<file path="src/rtl/spi_reg_ctrl.sv">
// ============================================================================
//  Module   : spi_reg_ctrl
//  Purpose  : SPI-slave (mode 0) register controller driving LED matrix data,
//             user IO output values/enables and serving pin read-back.
//             Optional macro SPI_REG_AUTOINC_EN enables auto-increment bursts.
//  Revision : 1.0 - initial release
// ============================================================================
`default_nettype none

module spi_reg_ctrl #(
    parameter logic [15:0] ID_VALUE = 16'hD0B1,
    parameter int          ERR_W    = 8
) (
    input  logic        clk,
    input  logic        resetn,
    input  logic        spi_cs,
    input  logic        spi_sck,
    input  logic        spi_mosi,
    output logic        spi_miso,
    input  logic [23:0] pin_in,
    output logic [15:0] led_data,
    output logic [23:0] pin_out,
    output logic [23:0] pin_oe,
    output logic        busy
);

    localparam logic [2:0] S_WAIT_CS = 3'd0;
    localparam logic [2:0] S_IDLE    = 3'd1;
    localparam logic [2:0] S_CMD     = 3'd2;
    localparam logic [2:0] S_DATA    = 3'd3;
    localparam logic [2:0] S_OVER    = 3'd4;

    logic [2:0]       r_cs_s;
    logic [2:0]       r_sck_s;
    logic [2:0]       r_mosi_s;
    logic [2:0]       r_state;
    logic [4:0]       r_bit_cnt;
    logic [6:0]       r_cmd_sh;
    logic [14:0]      r_data_sh;
    logic             r_wr;
    logic [6:0]       r_addr;
    logic [15:0]      r_miso_sh;
    logic             r_word_done;
    logic [15:0]      r_led;
    logic [23:0]      r_pout;
    logic [23:0]      r_poe;
    logic [ERR_W-1:0] r_err;

    logic             w_cs_rise;
    logic             w_cs_fall;
    logic             w_sck_rise;
    logic             w_sck_fall;
    logic             w_mosi;
    logic [6:0]       w_cmd_addr;
    logic [15:0]      w_wdata;
    logic             w_commit;
    logic             w_err_inc;

    assign w_cs_rise  = ~r_cs_s[2] &  r_cs_s[1];
    assign w_cs_fall  =  r_cs_s[2] & ~r_cs_s[1];
    assign w_sck_rise = ~r_sck_s[2] &  r_sck_s[1];
    assign w_sck_fall =  r_sck_s[2] & ~r_sck_s[1];
    assign w_mosi     = r_mosi_s[1];
    assign w_cmd_addr = {r_cmd_sh[5:0], w_mosi};
    assign w_wdata    = {r_data_sh, w_mosi};

    assign w_commit = (r_state == S_DATA) && !w_cs_rise && w_sck_rise &&
                      (r_bit_cnt == 5'd23) && r_wr;

    // A word boundary inside DATA only exists once a full word has completed.
    assign w_err_inc = w_cs_rise &&
                       ((r_state == S_CMD) ||
                        ((r_state == S_DATA) && !(r_word_done && r_bit_cnt == 5'd8)) ||
                        ((r_state == S_OVER) && (r_bit_cnt > 5'd24)));

    function automatic logic [15:0] f_read(input logic [6:0] a);
        logic [15:0] v;
        v = 16'h0000;
        case (a)
            7'h00: v = r_led;
            7'h01: v = r_pout[15:0];
            7'h02: v = {8'h00, r_pout[23:16]};
            7'h03: v = r_poe[15:0];
            7'h04: v = {8'h00, r_poe[23:16]};
            7'h05: v = pin_in[15:0];
            7'h06: v = {8'h00, pin_in[23:16]};
            7'h07: v = ID_VALUE;
            7'h08: v = 16'(r_err);
            default: v = 16'h0000;
        endcase
        return v;
    endfunction

    always_ff @(posedge clk) begin
        if (!resetn) begin
            r_cs_s      <= 3'b111;
            r_sck_s     <= 3'b000;
            r_mosi_s    <= 3'b000;
            r_state     <= S_WAIT_CS;
            r_bit_cnt   <= 5'd0;
            r_cmd_sh    <= 7'd0;
            r_data_sh   <= 15'd0;
            r_wr        <= 1'b0;
            r_addr      <= 7'd0;
            r_miso_sh   <= 16'hFFFF;
            r_word_done <= 1'b0;
        end else begin
            r_cs_s   <= {r_cs_s[1:0], spi_cs};
            r_sck_s  <= {r_sck_s[1:0], spi_sck};
            r_mosi_s <= {r_mosi_s[1:0], spi_mosi};

            if (r_state == S_WAIT_CS) begin
                // Let the synchronisers flush their reset value before trusting cs.
                if (r_bit_cnt < 5'd3) begin
                    r_bit_cnt <= r_bit_cnt + 5'd1;
                end else if (r_cs_s[1]) begin
                    r_state   <= S_IDLE;
                    r_bit_cnt <= 5'd0;
                end
            end else if (r_state == S_IDLE) begin
                if (w_cs_fall) begin
                    r_state     <= S_CMD;
                    r_bit_cnt   <= 5'd0;
                    r_word_done <= 1'b0;
                end
            end else if (w_cs_rise) begin
                r_state   <= S_IDLE;
                r_bit_cnt <= 5'd0;
            end else if (r_state == S_CMD) begin
                if (w_sck_rise) begin
                    r_cmd_sh  <= w_cmd_addr;
                    r_bit_cnt <= r_bit_cnt + 5'd1;
                    if (r_bit_cnt == 5'd7) begin
                        r_wr      <= r_cmd_sh[6];
                        r_addr    <= w_cmd_addr;
                        r_miso_sh <= f_read(w_cmd_addr);
                        r_state   <= S_DATA;
                    end
                end
            end else if (r_state == S_DATA) begin
                if (w_sck_rise) begin
                    r_data_sh <= w_wdata[14:0];
                    if (r_bit_cnt == 5'd23) begin
                        r_word_done <= 1'b1;
`ifdef SPI_REG_AUTOINC_EN
                        r_addr      <= r_addr + 7'd1;
                        r_miso_sh   <= f_read(r_addr + 7'd1);
                        r_bit_cnt   <= 5'd8;
`else
                        r_state     <= S_OVER;
                        r_bit_cnt   <= 5'd24;
`endif
                    end else begin
                        r_bit_cnt <= r_bit_cnt + 5'd1;
                    end
                end else if (w_sck_fall && r_bit_cnt != 5'd8) begin
                    // The fall right after a word load keeps the MSB for the next rise.
                    r_miso_sh <= {r_miso_sh[14:0], 1'b1};
                end
            end else begin
                if (w_sck_rise && r_bit_cnt == 5'd24) begin
                    r_bit_cnt <= 5'd25;
                end
            end
        end
    end

    always_ff @(posedge clk) begin
        if (!resetn) begin
            r_led  <= 16'd0;
            r_pout <= 24'd0;
            r_poe  <= 24'd0;
            r_err  <= '0;
        end else begin
            if (w_commit) begin
                case (r_addr)
                    7'h00: r_led          <= w_wdata;
                    7'h01: r_pout[15:0]   <= w_wdata;
                    7'h02: r_pout[23:16]  <= w_wdata[7:0];
                    7'h03: r_poe[15:0]    <= w_wdata;
                    7'h04: r_poe[23:16]   <= w_wdata[7:0];
                    default: ;
                endcase
            end
            if (w_commit && r_addr == 7'h08) begin
                r_err <= '0;
            end else if (w_err_inc && r_err != {ERR_W{1'b1}}) begin
                r_err <= r_err + 1'b1;
            end
        end
    end

    assign spi_miso = (r_state == S_DATA) ? r_miso_sh[15] : 1'b1;
    assign busy     = (r_state == S_CMD) || (r_state == S_DATA) || (r_state == S_OVER);
    assign led_data = r_led;
    assign pin_out  = r_pout;
    assign pin_oe   = r_poe;

endmodule

`default_nettype wire
</file>
<file path="config.mk">
export PLATFORM = sky130hd
export DESIGN_NAME = spi_reg_ctrl
export DESIGN_NICKNAME = d
export VERILOG_FILES = /design/src/rtl/spi_reg_ctrl.sv
export SDC_FILE = /design/constraint.sdc
export NUM_CORES = 1
export LEC_CHECK = 0
export ABC_AREA = 1
export BUFFER_PORTS_ARGS = -buffer_cell sky130_fd_sc_hd__buf_4
export CAP_MARGIN = 0
export CELL_PAD_IN_SITES_DETAIL_PLACEMENT = 1
export CELL_PAD_IN_SITES_GLOBAL_PLACEMENT = 2
export CORE_ASPECT_RATIO = 0.8
export CORE_MARGIN = 1.5
export CORE_UTILIZATION = 30
export DETAILED_ROUTE_END_ITERATION = 10
export MAX_ROUTING_LAYER = met4
export PLACE_DENSITY = 0.73
export SLEW_MARGIN = 10
export SYNTH_ARGS = -nofsm -noshare
export SYNTH_HDL_FRONTEND = slang
export SYNTH_SLANG_ARGS = --single-unit
</file>
<file path="constraint.sdc">
create_clock -name clk -period 2.45 [get_ports clk]
set_input_delay 0.245 -clock clk [delete_from_list [all_inputs] [get_ports clk]]
set_output_delay 0.245 -clock clk [all_outputs]
set_load 0.02 [all_outputs]
</file>
==> impl_metrics.yaml <==
layout:
  nNetsFinal: 1045
  layout-drive-gt1-share_pct: 20.9
  utilization_pct: 39.1
  area_growth_pct: 26.1
  n_antenna_cell: 0
  stdcell_count: 1295
critical_path:
  cp.arrival_ns: 2.43
  cp.required_ns: 2.75
  regToRegSetupSlack_ns: 0.32
  crit_top_cell: "nand2_1"
  timing.critical_path.buf_inv: 2
  path_cells: "ha_1 -> nand2_1 -> nor2_1 -> nand2_1 -> nor2_2 -> nand2_2 -> clkinv_2 -> nand3_2 -> buf_4 -> o21ai_0 -> a21oi_1"
  path_class: "reg2reg"
  path_max_fanout: 32
  cp-start-kind: "register"
  cp_top_family: "simple AND/OR/NAND/NOR gates"
  critPathSlowestCell: "dfxtp_1"
  critPathMaxStageDelay_ns: 0.40
  endpoint_kind: "register"
drt:
  drc_errors: 0
  vias: 6322
  wire_per_inst_um: 18.2
  final_antenna_net_count: 0
  dr.pass1.iters: 5
  post_drt_via_cell_ratio: 4.88
  drt_wl_total_um: 23600
  drt_iter0_markers: 356
logic_synthesis:
  syn_area_mm2: 0.00648
  ys_seq_area_share_pct: 41.7
  ys_ff_latch: 135
  synth_area_per_cell_um2: 7.11
  yosysUniqueCellTypes: 40
  synth_top_cell_by_area: "dfxtp_1"
  syn_inst: 912
  synth_top_flop_cell: "dfxtp_1"
  synth_top_area_share_pct: 41.7
  synth_edf_count: 0
  ys_warn_count: 0
  synth_area_leaders: "dfxtp_1 (42%), nand2_1 (11%), a21oi_1 (7.8%)"
  syn-num-nets: 944
  async_reset_ff_share_pct: 0
grt:
  grt_pass1_vias: 6162
  grt_start_max_net_pins: 82
  grt_pass1_wl_um: 36400
  antenna_found_initial: 0
  grt_util_all_layers_pct: 22.1
  overflow: 0
cts:
  cts.htree.levels: 4
  cts_tree: "built"
  clockBufferDepth: 2
  clk_latency_ns: 0.42
  numCtsBuffers: 17
  clkTransAtPathRegs_ns: 0.06
  cts-root-buf: "clkbuf_16"
  cts.sinks: 135
  postCtsSetupRepairBufs: 0
hold_path:
  hp-class: "in2reg"
sta:
  hold_violations: 0
  worst_pin_slew_ns: 0.490
  fin_tns_setup_ns: 0
  finalCritPeriodShare_pct: 86.9
  fin_crit_ns: 2.13
  hold_ws_ns: 0.264
  rsz0062_at_grt: "false"
  fmax_ghz: 0.470
  relSlewSlack_pct: 67.4
  finalSetupViolCount: 0
  finClkSkew_ns: 0.0122
  timing.final.ws_setup_ns: 0.321
  final_max_slew_viol_count: 0
floorplanning:
  dieHeight_um: 135
  coreArea_mm2: 0.0209
  die_x_um: 167
  pin_count: 95
  die-area_mm2: 0.0225
  start_util_pct: 31.0
  rows: 47
power:
  power.density_mw_per_mm2: 721
  power.leakage_nw: 3.38
  ir_drop_v: 0.000356
placement:
  portBuffers: 94
  placed_cells: 1260
  routabilityCongestion: 0.818
  dp_slack_ns: 0.245
  dpl.hpwl_um: 17700
run:
  cap_violations: 0
run_status:
  status: "finished, final reports clean"
## where the power goes
part / internal (mW) / switching, mW / total [mW]
combinational: 0.363 / 0.720 / 1.08
clock: 1.34 / 1.12 / 2.45
sequential: 2.27 / 0.0844 / 2.35
## stage by stage
step | power (mW) | area, um2
floorplan | 3.13 | 6480
global placement | 3.48 | 7580
detailed placement | 3.48 | 7580
CTS | 5.96 | 8170
global route | 6.22 | 8180
finish | 5.89 | 8180
## cells by family (layout without fill, tap and decap cells)
kind of cell | count (synthesis) | count (layout) | synth area share [%]
and+or+nand+nor | 373 | 373 | 25.6
adders and majority gates | 3 | 3 | 0.579
AOI/OAI and AO/OA | 243 | 243 | 21.8
xor gates and xnor gates | 7 | 7 | 0.945
buffers and inverters | 151 | 265 | 9.43
DFF | 135 | 135 | 41.7
## placed cells by master (no fill, tap or decap), types with 3 or more instances in the layout
cell type	count
a211oi_2	14
inv_2	7
inv_8	3
nor2_4	4
nand4_1	13
nor2_1	75
a21oi_2	10
clkinvlp_4	3
xor2_1	6
or2_2	5
inv_6	5
nand2_2	3
nor3_1	5
nor2_2	4
dlygate4sd3_1	3
clkinv_2	4
inv_1	97
a211oi_1	3
clkbuf_16	17
nand3_1	68
o21ai_0	100
dfxtp_1	135
ha_1	3
buf_4	119
o21a_1	9
nand2_1	184
nand3_2	4
buf_12	3
a21oi_1	101
## sequential cells by signal (all words and copies together), names as in the netlist
signal	flops
r_data_sh	15
pin_out	24
r_sck_s	3
r_wr	1
r_miso_sh	16
r_cmd_sh	7
r_state	3
r_err	8
r_word_done	1
r_cs_s	3
r_mosi_s	2
pin_oe	24
led_data	16
r_addr	7
r_bit_cnt	5
## synth_stat cells, types with 3 or more instances
master / instances
a211oi_2: 14
dfxtp_1: 135
nand3_2: 4
a21oi_2: 10
nor2_2: 5
nor2_4: 3
nand4_1: 13
inv_2: 6
o21a_1: 9
a211oi_1: 3
nand3_1: 68
nor3_1: 5
nor2_1: 75
buf_2: 7
ha_1: 3
a21oi_1: 101
clkbuf_1: 28
nand2_2: 3
buf_4: 5
o21ai_0: 100
nand2_1: 184
xor2_1: 6
or2_2: 5
inv_1: 98
## worst min-delay path: cells and delay by family
kind / cells / cell delay (ns)
and+or+nand+nor: 5 / 0.23
buffers and inverters: 1 / 0.08
AOI/OAI and AO/OA: 1 / 0.09
## routing by layer
metal	vias to the layer above	part of all wire (%)	global-route usage, %
li1	3207	-	-
met1	2994	56	33.4
met2	113	41	30.5
met3	8	3.1	3.25
met4	0	0.62	5.01
met5	-	0	-
## final timing paths
| check | from | end | cells past startpoint |
|---|---|---|---|
| setup / recovery | r_bit_cnt[0] | pin_out[14] | 11 |
| hold / removal | pin_in[13] | r_miso_sh[13] | 7 |
| setup reg to reg | r_bit_cnt[0] | pin_out[14] | 11 |
| hold reg to reg | r_sck_s[0] | r_sck_s[1] | 2 |
## what timing repair did
action | 4_1_cts | 5_1_grt
resized for setup | 0 | 1
hold buffers | 3 | 0
endpoints found under the setup margin | 0 | 4
hold endpoints to repair | 3 | 0
## cell type report
class	instances	area, um2
Inverter	108	408
Tap cell	269	337
Multi-Input combinational cell	626	3180
Clock buffer	17	425
Fill cell	2614	12800
Sequential cell	135	2700
Timing Repair Buffer	125	983
Clock inverter	15	135
(Power assumes the default switching activity.)
